### config.mk
export PLATFORM = sky130hd
export DESIGN_NAME = fast_spi_peripheral
export DESIGN_NICKNAME = d
export VERILOG_FILES = /design/src/rtl/spi_pkg.sv /design/src/rtl/spi_input_sync.sv /design/src/rtl/fast_spi_peripheral.sv
export SDC_FILE = /design/constraint.sdc
export NUM_CORES = 1
export LEC_CHECK = 0
export BUFFER_PORTS_ARGS = -buffer_cell sky130_fd_sc_hd__clkbuf_2
export CORE_UTILIZATION = 30
export DETAILED_ROUTE_END_ITERATION = 10
export MAX_ROUTING_LAYER = met4
export PLACE_DENSITY = 0.47
export SLEW_MARGIN = 20
export SYNTH_ARGS = -nofsm -noshare
export SYNTH_HDL_FRONTEND = slang
export SYNTH_SLANG_ARGS = --single-unit
### constraint.sdc
create_clock -name clk -period 1.7 [get_ports clk]
set_clock_uncertainty 0.05 [all_clocks]
set_input_delay 0.255 -clock clk [delete_from_list [all_inputs] [get_ports clk]]
set_output_delay 0.255 -clock clk [all_outputs]
set_load 0.03 [all_outputs]
### src/rtl/spi_pkg.sv
// Shared SPI peripheral definitions: FSM state encoding and the supported mode.
package spi_pkg;

  typedef enum logic [1:0] {
    IDLE  = 2'd0,
    SHIFT = 2'd1,
    HOLD  = 2'd2
  } spi_state_e;

  // Mode 0: sck idles low, sample on rising edge, launch on falling edge.
  localparam int unsigned SPI_MODE = 0;

endpackage

### src/rtl/spi_input_sync.sv
// Multi-flop synchronizer for one asynchronous input plus a registered
// edge detector; rise/fall are single-cycle pulses in the clk domain.
module spi_input_sync #(
  parameter int   SYNC_STAGES = 2,
  parameter logic RST_VAL     = 1'b0
) (
  input  logic clk,
  input  logic rst,
  input  logic din,
  output logic q,
  output logic rise,
  output logic fall
);

  logic [SYNC_STAGES-1:0] chain;
  logic                   prev;

  always_ff @(posedge clk) begin
    if (rst) begin
      chain <= {SYNC_STAGES{RST_VAL}};
      prev  <= RST_VAL;
    end else begin
      chain[0] <= din;
      for (int i = 1; i < SYNC_STAGES; i++) chain[i] <= chain[i-1];
      prev <= chain[SYNC_STAGES-1];
    end
  end

  assign q    = chain[SYNC_STAGES-1];
  assign rise = q & ~prev;
  assign fall = ~q & prev;

endmodule

### src/rtl/fast_spi_peripheral.sv
// SPI mode-0 peripheral running entirely in the clk domain: sck/cs/sdi are
// oversampled, framed by cs, and one RX_WIDTH-bit word is captured per frame.
module fast_spi_peripheral
  import spi_pkg::*;
#(
  parameter int TX_WIDTH    = 24,
  parameter int RX_WIDTH    = 24,
  parameter int SYNC_STAGES = 2
) (
  input  logic                clk,
  input  logic                rst,
  input  logic                sck,
  input  logic                cs,
  input  logic                sdi,
  output logic                sdo,
  output logic                sdo_en,
  input  logic [TX_WIDTH-1:0] tx_data,
  output logic [RX_WIDTH-1:0] rx_data,
  output logic                rx_valid,
  output logic                frame_err,
  output logic                busy
);

  localparam int CNT_W = $clog2(RX_WIDTH + 1);

  logic sck_lvl_unused, sck_rise, sck_fall;
  logic cs_q, cs_rise, cs_fall;
  logic [SYNC_STAGES-1:0] sdi_chain;
  logic sdi_q;

  spi_input_sync #(.SYNC_STAGES(SYNC_STAGES), .RST_VAL(1'b0)) u_sck_sync (
    .clk(clk), .rst(rst), .din(sck),
    .q(sck_lvl_unused), .rise(sck_rise), .fall(sck_fall)
  );

  spi_input_sync #(.SYNC_STAGES(SYNC_STAGES), .RST_VAL(1'b1)) u_cs_sync (
    .clk(clk), .rst(rst), .din(cs),
    .q(cs_q), .rise(cs_rise), .fall(cs_fall)
  );

  // sdi has the same depth as sck so the sampled bit lines up with sck_rise.
  always_ff @(posedge clk) begin
    if (rst) begin
      sdi_chain <= '0;
    end else begin
      sdi_chain[0] <= sdi;
      for (int i = 1; i < SYNC_STAGES; i++) sdi_chain[i] <= sdi_chain[i-1];
    end
  end
  assign sdi_q = sdi_chain[SYNC_STAGES-1];

  // The synchronizers come out of reset reading cs high, so a cs held low
  // through reset would look like a fresh falling edge. Ignore edges until
  // the chain has flushed, then require cs to be seen high before arming.
  logic [SYNC_STAGES:0] warm;
  logic                 armed;
  logic                 start;

  always_ff @(posedge clk) begin
    if (rst) begin
      warm  <= '0;
      armed <= 1'b0;
    end else begin
      warm <= {warm[SYNC_STAGES-1:0], 1'b1};
      if (!warm[SYNC_STAGES]) armed <= 1'b0;
      else if (cs_q)          armed <= 1'b1;
    end
  end
  assign start = cs_fall & armed & warm[SYNC_STAGES];

  spi_state_e          state;
  logic [CNT_W-1:0]    bit_cnt;
  logic [RX_WIDTH-1:0] rx_shift;
  logic [RX_WIDTH-1:0] rx_next;
  logic [TX_WIDTH-1:0] tx_shift;

  assign rx_next = {rx_shift[RX_WIDTH-2:0], sdi_q};

  always_ff @(posedge clk) begin
    if (rst) begin
      state     <= IDLE;
      bit_cnt   <= '0;
      rx_shift  <= '0;
      tx_shift  <= '0;
      rx_data   <= '0;
      rx_valid  <= 1'b0;
      frame_err <= 1'b0;
    end else begin
      rx_valid  <= 1'b0;
      frame_err <= 1'b0;
      case (state)
        IDLE: begin
          if (start) begin
            tx_shift <= tx_data;
            bit_cnt  <= '0;
            rx_shift <= '0;
            state    <= SHIFT;
          end
        end
        SHIFT: begin
          if (sck_rise) begin
            rx_shift <= rx_next;
            bit_cnt  <= bit_cnt + 1'b1;
            // Final bit wins over a coincident cs rise: word is delivered.
            if (bit_cnt == CNT_W'(RX_WIDTH - 1)) begin
              rx_data  <= rx_next;
              rx_valid <= 1'b1;
              state    <= cs_rise ? IDLE : HOLD;
            end else if (cs_rise) begin
              state     <= IDLE;
              frame_err <= 1'b1;
            end
          end else begin
            if (sck_fall) tx_shift <= tx_shift << 1;
            if (cs_rise) begin
              state     <= IDLE;
              frame_err <= 1'b1;
            end
          end
        end
        HOLD: begin
          if (cs_rise) state <= IDLE;
        end
        default: state <= IDLE;
      endcase
    end
  end

  assign sdo    = (state == SHIFT) & tx_shift[TX_WIDTH-1];
  assign sdo_en = (state != IDLE) & ~cs_q;
  assign busy   = (state != IDLE);

endmodule

==> impl_metrics.env, run 1 <==
export IMPL_yosysSeqAreaShare_pct=47.7
export IMPL_async_flop_share_pct=0
export IMPL_avgRoutedWirePerCell_um=14.5
export IMPL_grt_pass1_wl_um=14800
export IMPL_die_width_um=116
export IMPL_grt_pass1_vias=3004
export IMPL_r2r_start="bit_cnt[1]$_SDFFE_PP0P_"
export IMPL_cap_violations=0
export IMPL_wl_um=9080
export IMPL_boundaryPins=58
export IMPL_synth_seq_cells=92
export IMPL_nets=479
export IMPL_p_leak_uw=0.00182
export IMPL_cts_buffer_depth=2
export IMPL_critPathBufInv=1
export IMPL_worst_path_max_delay_cell="dfxtp_2"
export IMPL_drt_iter0_markers=167
export IMPL_post_dp_hpwl_um=5330
export IMPL_outcome="complete, no violations"
export IMPL_routabilityCongestion=0.709
export IMPL_cp_end_kind="output port"
export IMPL_cts_htree_levels=3
export IMPL_cp_top_family="flip-flops"
export IMPL_synth_cells=403
export IMPL_max_freq_mhz=617
export IMPL_antenna_found_initial=0
export IMPL_cts_root_buf="clkbuf_16"
export IMPL_final_common_cell="dfxtp_1"
export IMPL_path_depth=3
export IMPL_worstSetupStartpointType="register"
export IMPL_cts_clk_slew_worst_paths_ps=60
export IMPL_power_density_mw_per_mm2=914
export IMPL_yosysWarnings=0
export IMPL_core_mm2=0.0126
export IMPL_reg2regPathDepth=6
export IMPL_worstHoldStart="cs"
export IMPL_finalNonFillerCells=626
export IMPL_io_buffers=57
export IMPL_detailroute_via_count=3094
export IMPL_final_cell_mix="dfxtp_1, clkbuf_2, nand2_1"
export IMPL_r2r_slack_ps=110
export IMPL_dieArea_mm2=0.0133
export IMPL_hold_viol=0
export IMPL_cts_tree="built"
export IMPL_hold_path_class="input pin to register"
export IMPL_start_util_pct=30.8
export IMPL_netlist_area_mm2=0.00386
export IMPL_cts_buffers=9
export IMPL_syn_nets=433
export IMPL_grt_max_degree=62
export IMPL_tightest_slew_ps=344
export IMPL_avgSynthCellArea_um2=9.59
export IMPL_grtUsageTotal_pct=14.8
export IMPL_critPathMaxFanout=9
export IMPL_fin_crit_sh_pct=95.3
export IMPL_ys_flop_type="dfxtp_1"
export IMPL_period_needed_ps=1620
export IMPL_overflow=0
export IMPL_crit_path_cell_trace="nor2b_1 -> and2_1 -> buf_2"
export IMPL_path_class="register to output port"
export IMPL_syn_to_final_growth_pct=22.2
export IMPL_fin_tns_setup_ps=0
export IMPL_synth_cell_types=38
export IMPL_num_rows=41
export IMPL_cp_data_required_time_ps=1390
export IMPL_worstPathArrival_ps=1310
export IMPL_dp_cells=608
export IMPL_ant_nets=0
export IMPL_whs_path_depth=2
export IMPL_synth_edff_count=0
export IMPL_setup_viol=0
export IMPL_max_slew_margin_rel_pct=76.8
export IMPL_cts_hold_buffers_added=0
export IMPL_slowest_delay_ps=430
export IMPL_insertedDiodeCount=0
export IMPL_clkSinkCount=92
export IMPL_hold_end="u_cs_sync.chain[0]$_SDFF_PP1_"
export IMPL_drcViolationCount=0
export IMPL_first_pass_iters=5
export IMPL_clock_latency_ps=350
export IMPL_drive_gt1_share_pct=22.7
export IMPL_die_y_um=116
export IMPL_via_per_inst=4.94
export IMPL_r2r_end="rx_data[16]$_SDFFE_PP0P_"
export IMPL_drv_slew=0
export IMPL_ir_drop_v=0.000628
==> area by class of cell <==
cell class | count | area [um2]
fill | 1295 | 7850
sequential | 92 | 1840
multi-input combinational | 266 | 1800
timing repair buffer | 76 | 546
clock buffer | 10 | 239
tap | 172 | 215
clock inverter | 6 | 63.8
inverter | 4 | 15.0
==> cell families after synthesis <==
group / Yosys count / share of synthesized area [%]
fa+ha+maj: 1 / 0.324
mux: 47 / 12.2
buf+inv: 45 / 5.96
compound gates: 110 / 19.6
simple gates: 108 / 14.3
flops: 92 / 47.7
==> per-stage QoR <==
stage	utilization (%)	cell area (um2)	hold WS (ps)	power, uW	setup slack [ps]
floorplan	-	3860	309	2280	69.9
finish	37.6	4720	42.1	4320	80.2
global route	37.6	4720	47.4	4480	-10.7
CTS	37.2	4670	27.7	4400	21.7
global placement	34.7	4370	343	2350	179
detailed placement	34.7	4370	353	2350	108
==> how the worst max path moves through the flow <==
stage / from / end
6_report: state[0]$_SDFFE_PP0P_ / sdo
4_1_cts: state[0]$_SDFFE_PP0P_ / sdo_en
5_1_grt: bit_cnt[1]$_SDFFE_PP0P_ / rx_data[5]$_SDFFE_PP0P_
3_5_place_dp: bit_cnt[1]$_SDFFE_PP0P_ / rx_data[4]$_SDFFE_PP0P_
3_3_place_gp: bit_cnt[1]$_SDFFE_PP0P_ / rx_data[20]$_SDFFE_PP0P_
2_1_floorplan: bit_cnt[0]$_SDFFE_PP0P_ / rx_data[10]$_SDFFE_PP0P_
==> cell usage after synthesis (2+ instances only) <==
cell | number | area (um2)
a211oi_1 | 47 | 353
a21oi_1 | 28 | 140
buf_2 | 16 | 80.1
buf_4 | 2 | 15.0
buf_8 | 2 | 30.0
clkbuf_1 | 18 | 67.6
dfxtp_1 | 92 | 1840
inv_1 | 2 | 7.51
mux2i_1 | 47 | 470
nand2_1 | 48 | 180
nand2b_1 | 5 | 31.3
nand3_1 | 26 | 130
nand4b_1 | 2 | 17.5
nor2_1 | 2 | 7.51
nor2b_1 | 9 | 56.3
nor4_1 | 2 | 12.5
o211a_1 | 2 | 20.0
o211ai_1 | 26 | 195
o21ai_0 | 4 | 20.0
or2_2 | 3 | 18.8
or3_1 | 3 | 18.8
==> layer usage <==
metal  GRT usage (%)  up-vias  wire length (um)
met5               -        -                 0
met4            5.45        0               110
met3            4.13        7               358
met2            23.2       55              4290
met1            17.9     1468              4320
li1                -     1564                 -
==> registers in the layout, indices dropped and copies added, names as in the netlist <==
signal,cells
frame_err,1
rx_valid,1
u_cs_sync.chain,2
tx_shift,24
sdi_chain,2
rx_shift,23
u_sck_sync.prev,1
u_sck_sync.chain,2
rx_data,24
warm,3
state,2
bit_cnt,5
armed,1
u_cs_sync.prev,1
==> power by group <==
part | switching [uW] | leakage (uW) | internal [uW] | total (uW)
Clock | 847 | 0.000144 | 1180 | 2020
Sequential | 6.54 | 0.000744 | 2170 | 2170
Combinational | 69.0 | 0.000929 | 51.9 | 121
Total | 923 | 0.00182 | 3400 | 4320
==> timing repair <==
item	CTS	global route
endpoints found under the setup margin	3	26
gates resized for setup	2	3
pin swaps	0	1
gates cloned	0	1
buffers inserted	0	1
Power figures use the tool's default switching activity.
==> run 2: changes to the inputs <==
- ABC_AREA: unset -> 1
==> impl_metrics.env, run 2 <==
export IMPL_internal_power_uw=3290
export IMPL_synth_cell_types=24
export IMPL_overflow=0
export IMPL_routabilityCongestion=0.737
export IMPL_ant_nets=0
export IMPL_synth_edff_count=0
export IMPL_drcViolationCount=0
export IMPL_wl_um=8230
export IMPL_worstSetupStartpointType="register"
export IMPL_die_y_um=113
export IMPL_syn_to_final_growth_pct=19.8
export IMPL_r2r_slack_ps=200
export IMPL_yosysSeqAreaShare_pct=50.3
export IMPL_reg2regPathDepth=6
export IMPL_tightest_slew_ps=398
export IMPL_via_per_inst=4.55
export IMPL_grt_max_degree=36
export IMPL_period_needed_ps=1570
export IMPL_die_width_um=113
export IMPL_worstPathArrival_ps=1260
export IMPL_p_clk_share_pct=45.1
export IMPL_netlist_area_leader_share_pct=50.3
export IMPL_drv_slew=0
export IMPL_cts_clk_slew_worst_paths_ps=60
export IMPL_grtUsageTotal_pct=14.4
export IMPL_p_seq_share_pct=52.0
export IMPL_cp_end_kind="output port"
export IMPL_grt_pass1_wl_um=14000
export IMPL_n_fill_cell=1288
export IMPL_cp_data_required_time_ps=1390
export IMPL_fin_crit_sh_pct=92.3
export IMPL_rsz0062_at_grt="no"
export IMPL_endpoint="busy"
export IMPL_drt_iter0_markers=233
export IMPL_clock_latency_ps=340
export IMPL_yosysWarnings=0
export IMPL_avgRoutedWirePerCell_um=11.8
export IMPL_cts_htree_levels=3
export IMPL_cts_buffers=9
export IMPL_boundaryPins=58
export IMPL_crit_start="state[1]$_SDFFE_PP0P_"
export IMPL_top_regs="rx_data (24), tx_shift (24), rx_shift (23)"
export IMPL_grt_pass1_vias=2968
export IMPL_nets=573
export IMPL_synth_seq_cells=92
export IMPL_hold_viol=0
export IMPL_r2r_end="tx_shift[20]$_SDFFE_PP0P_"
export IMPL_outcome="complete, no violations"
export IMPL_io_buffers=57
export IMPL_drive_gt1_share_pct=18.8
export IMPL_detailroute_via_count=3159
export IMPL_cts_buffer_depth=2
export IMPL_antenna_found_initial=0
export IMPL_netlist_area_mm2=0.00366
export IMPL_syn_nets=520
export IMPL_p_leak_uw=0.00225
export IMPL_max_freq_mhz=637
export IMPL_avgSynthCellArea_um2=7.48
export IMPL_core_mm2=0.0120
export IMPL_cts_setup_buffers=0
export IMPL_switching_share_pct=21.3
export IMPL_setup_viol=0
export IMPL_start_util_pct=30.6
export IMPL_yosys_cell_count_top_type="nand2_1"
export IMPL_setup_ws_ps=131
export IMPL_netlist_top_cell_by_area="dfxtp_1"
export IMPL_final_cell_mix="nand2_1, nor2_1, dfxtp_1"
export IMPL_critPathMaxFanout=4
export IMPL_ys_flop_type="dfxtp_1"
export IMPL_power_density_mw_per_mm2=952
export IMPL_hold_path_class="input pin to register"
export IMPL_fin_tns_setup_ps=0
export IMPL_p_switching_uw=888
export IMPL_cts_root_buf="clkbuf_16"
export IMPL_comb_power_share_pct=2.9
export IMPL_synthTopCellsByArea="dfxtp_1, nand2_1, nor2_1"
export IMPL_dieArea_mm2=0.0127
export IMPL_ys_top_cells_by_count="nand2_1, nor2_1, dfxtp_1, o21ai_0, nand3_1"
export IMPL_final_common_cell="nand2_1"
export IMPL_pre_cts_ws_ps=177
export IMPL_clkSinkCount=92
export IMPL_max_slew_margin_rel_pct=73.4
export IMPL_post_dp_hpwl_um=5300
export IMPL_synth_cells=490
export IMPL_r2r_start="state[1]$_SDFFE_PP0P_"
export IMPL_first_pass_iters=6
export IMPL_insertedDiodeCount=0
export IMPL_path_class="register to output port"
export IMPL_cts_tree="built"
export IMPL_ir_drop_v=0.000548
export IMPL_async_flop_share_pct=0
export IMPL_num_rows=40
export IMPL_cap_violations=0
## run 2: cell types whose count changed in the layout (fill, tap and decap cells not counted), sizes merged, moves of 22 or more
cell,previous run,this run
nand2,48,131
a22oi,0,24
mux2i,47,0
o211ai,26,0
a211oi,48,0
nor2,3,96
a21oi,28,6
o21ai,4,51
## run 2: worst max-delay path: stages (launching register included)
cell,delay [ps]
dfxtp_1,370
nor2_2,240
inv_1,120
clkbuf_2,200
## run 2: worst min-delay path by stage
stage / start / endpoint / slack, ps / cells past startpoint
global route: cs / u_cs_sync.chain[0]$_SDFF_PP1_ / 40 / 2
CTS: cs / u_cs_sync.chain[0]$_SDFF_PP1_ / 30 / 2
detailed placement: u_cs_sync.chain[0]$_SDFF_PP1_ / u_cs_sync.chain[1]$_SDFF_PP1_ / 340 / 1
floorplan: cs / u_cs_sync.chain[0]$_SDFF_PP1_ / 310 / 1
global placement: u_sck_sync.chain[0]$_SDFF_PP0_ / u_sck_sync.chain[1]$_SDFF_PP0_ / 340 / 2
finish: cs / u_cs_sync.chain[0]$_SDFF_PP1_ / 50 / 2
## run 2: kinds of logic (layout without fill, tap and decap cells)
| logic type | count (synthesis) | in the layout | synth area share [%] |
|---|---|---|---|
| DFF | 92 | 92 | 50.3 |
| adders and majority gates | 1 | 1 | 0.341 |
| and+or+nand+nor | 262 | 262 | 29.4 |
| buffers and inverters | 53 | 111 | 7.10 |
| AOI/OAI and AO/OA | 82 | 82 | 12.9 |
## run 2: power groups by stage
stage          combinational, uW  clock, uW  sequential [uW]
6_report                     121       1890             2170
3_5_place_dp                 122          0             2220
5_1_grt                      138       2040             2170
4_1_cts                      123       1960             2170
3_3_place_gp                 121          0             2220
2_1_floorplan               66.7          0             2220
## run 2: metal layers
layer  vias to the layer above  part of all wire (%)  track usage (%)
met2                        52                    43             21.7
met5                         -                     0                -
li1                       1678                     -                -
met4                         0                   1.3             6.13
met3                         6                   3.3             3.29
met1                      1423                    52             18.4
## run 2: what timing repair did
action,in CTS,in global routing
hold endpoints to repair,0,0
hold buffers,0,0
setup endpoints to repair,0,2
gates resized for setup,0,4
## run 2: stage by stage
stage	total power [uW]	hold slack, ps	instances	instance area [um2]	util, %
final	4180	47.2	695	4390	36.7
after global routing	4350	41.5	695	4390	36.7
after CTS	4250	30.5	695	4380	36.6
after detailed placement	2340	343	679	4100	34.3
after global placement	2340	342	679	4100	34.3
after floorplan	2290	309	490	3660	-
## run 2: cell type report
type	instances	area [um2]	area share, %
Timing Repair Buffer	73	433	9.86
Inverter	22	82.6	1.88
Clock buffer	13	260	5.93
Sequential cell	92	1840	42.0
Multi-Input combinational cell	345	1570	35.7
Tap cell	147	184	4.19
Clock inverter	3	21.3	0.485
==> run 3: changes to the inputs <==
==> constraint.sdc (replaced) <==
create_clock -name clk -period 1.7 [get_ports clk]
set_clock_uncertainty 0.05 [all_clocks]
set_input_delay 0.34 -clock clk [delete_from_list [all_inputs] [get_ports clk]]
set_output_delay 0.34 -clock clk [all_outputs]
set_load 0.03 [all_outputs]
==> impl_metrics.env, run 3 (synthesis gave the netlist of run 2 again) <==
export IMPL_outcome="complete, no violations"
export IMPL_drv_slew=0
export IMPL_final_cell_mix="nand2_1, nor2_1, dfxtp_1"
export IMPL_first_pass_iters=6
export IMPL_cts_clk_slew_worst_paths_ps=60
export IMPL_worstHoldStart="cs"
export IMPL_critPathMaxFanout=4
export IMPL_critPathBufInv=2
export IMPL_cts_tree="built"
export IMPL_num_rows=40
export IMPL_setup_ws_ps=104
export IMPL_use_met2_pct=21.9
export IMPL_tightest_slew_ps=410
export IMPL_r2r_slack_ps=200
export IMPL_r2r_start="bit_cnt[0]$_SDFFE_PP0P_"
export IMPL_top_regs="rx_data (24), tx_shift (24), rx_shift (23)"
export IMPL_cts_buffer_depth=2
export IMPL_grt_pass1_wl_um=14000
export IMPL_period_needed_ps=1600
export IMPL_io_buffers=57
export IMPL_cts_buffers=9
export IMPL_cts_root_buf="clkbuf_16"
export IMPL_die_y_um=113
export IMPL_clkSinkCount=92
export IMPL_setup_viol=0
export IMPL_timing_hold_ws_ps=132
export IMPL_hold_end="u_cs_sync.chain[0]$_SDFF_PP1_"
export IMPL_hold_path_class="input pin to register"
export IMPL_clock_latency_ps=340
export IMPL_dieArea_mm2=0.0127
export IMPL_cp_end_kind="output port"
export IMPL_reg2regPathDepth=8
export IMPL_rsz0062_at_grt="no"
export IMPL_cts_setup_buffers=0
export IMPL_ant_nets=0
export IMPL_path_class="register to output port"
export IMPL_p_leak_uw=0.00226
export IMPL_finalNonFillerCells=692
export IMPL_post_dp_hpwl_um=5080
export IMPL_drive_gt1_share_pct=18.5
export IMPL_cts_htree_levels=3
export IMPL_wl_um=8060
export IMPL_cp_top_family="flip-flops"
export IMPL_cp_data_required_time_ps=1310
export IMPL_n_fill_cell=1299
export IMPL_worstSetupStartpointType="register"
export IMPL_grt_max_degree=34
export IMPL_die_width_um=113
export IMPL_slowest_delay_ps=360
export IMPL_antenna_found_initial=0
export IMPL_detailroute_via_count=3173
export IMPL_pre_cts_ws_ps=220
export IMPL_fin_tns_setup_ps=0
export IMPL_avgRoutedWirePerCell_um=11.6
export IMPL_fin_crit_sh_pct=93.9
export IMPL_core_mm2=0.0120
export IMPL_max_freq_mhz=627
export IMPL_nets=570
export IMPL_overflow=0
export IMPL_dp_cells=676
export IMPL_ir_drop_v=0.000502
export IMPL_power_density_mw_per_mm2=999
export IMPL_drt_iter0_markers=114
export IMPL_boundaryPins=58
export IMPL_cap_violations=0
export IMPL_final_common_cell="nand2_1"
export IMPL_via_per_inst=4.59
export IMPL_routabilityCongestion=0.696
export IMPL_hold_viol=0
export IMPL_max_slew_margin_rel_pct=72.7
export IMPL_crit_path_cell_trace="nor2_2 -> inv_1 -> clkbuf_2"
export IMPL_drcViolationCount=0
export IMPL_insertedDiodeCount=0
export IMPL_syn_to_final_growth_pct=20.2
export IMPL_worstPathArrival_ps=1210
export IMPL_grtUsageTotal_pct=14.1
export IMPL_r2r_end="state[1]$_SDFFE_PP0P_"
export IMPL_worst_path_max_delay_cell="dfxtp_2"
export IMPL_whs_path_depth=2
export IMPL_grt_use_met1_pct=17.8
export IMPL_use_met3_pct=2.54
export IMPL_grt_pass1_vias=3003
export IMPL_p_total_uw=4400
export IMPL_start_util_pct=30.6
export IMPL_grt_busiest_layer="met2"
## run 3: changes by cell type in the layout (fill, tap and decap cells not counted), sizes merged
cell / delta
clkbuf: -3
buf: -2
bufinv: +2
clkinv: +1
clkinvlp: -1
## run 3: final cells by class
type / count / area, um2 / area share (%)
clock buffer: 11 / 233 / 5.28
clock inverter: 5 / 86.3 / 1.96
inverter: 22 / 82.6 / 1.87
multi-input combinational: 345 / 1570 / 35.5
sequential: 92 / 1840 / 41.9
tap: 147 / 184 / 4.17
timing repair buffer: 70 / 410 / 9.32
## run 3: worst max path at each step
| stage | depth (start not counted) | slack [ps] | start | endpoint |
|---|---|---|---|---|
| global route | 3 | 3 | state[1]$_SDFFE_PP0P_ | busy |
| detailed placement | 7 | 220 | state[1]$_SDFFE_PP0P_ | bit_cnt[3]$_SDFFE_PP0P_ |
| finish | 3 | 100 | state[1]$_SDFFE_PP0P_ | busy |
| CTS | 5 | 6 | state[0]$_SDFFE_PP0P_ | sdo |
| global placement | 7 | 220 | state[1]$_SDFFE_PP0P_ | bit_cnt[4]$_SDFFE_PP0P_ |
| floorplan | 5 | 140 | state[0]$_SDFFE_PP0P_ | sdo |
## run 3: per-layer routing
| metal | up-vias | wire [um] |
|---|---|---|
| met4 | 0 | 145 |
| met1 | 1422 | 4070 |
| met5 | - | 0 |
| met3 | 10 | 328 |
| li1 | 1677 | - |
| met2 | 64 | 3510 |
## run 3: repair_timing
| item | 4_1_cts | 5_1_grt |
|---|---|---|
| resized for setup | 3 | 2 |
| hold buffers | 0 | 0 |
| endpoints found under the setup margin | 1 | 1 |
## run 3: power by group
part	internal (uW)	leakage, uW	switching (uW)
clock network	1300	0.000154	816
logic	48.7	0.00136	67.9
registers	2170	0.000744	5.21
## run 3: through the flow
step / cell area (um2) / utilization (%)
floorplan: 3660 / -
global route: 4410 / 36.8
global placement: 4080 / 34.1
detailed placement: 4080 / 34.1
CTS: 4400 / 36.8
finish: 4410 / 36.8
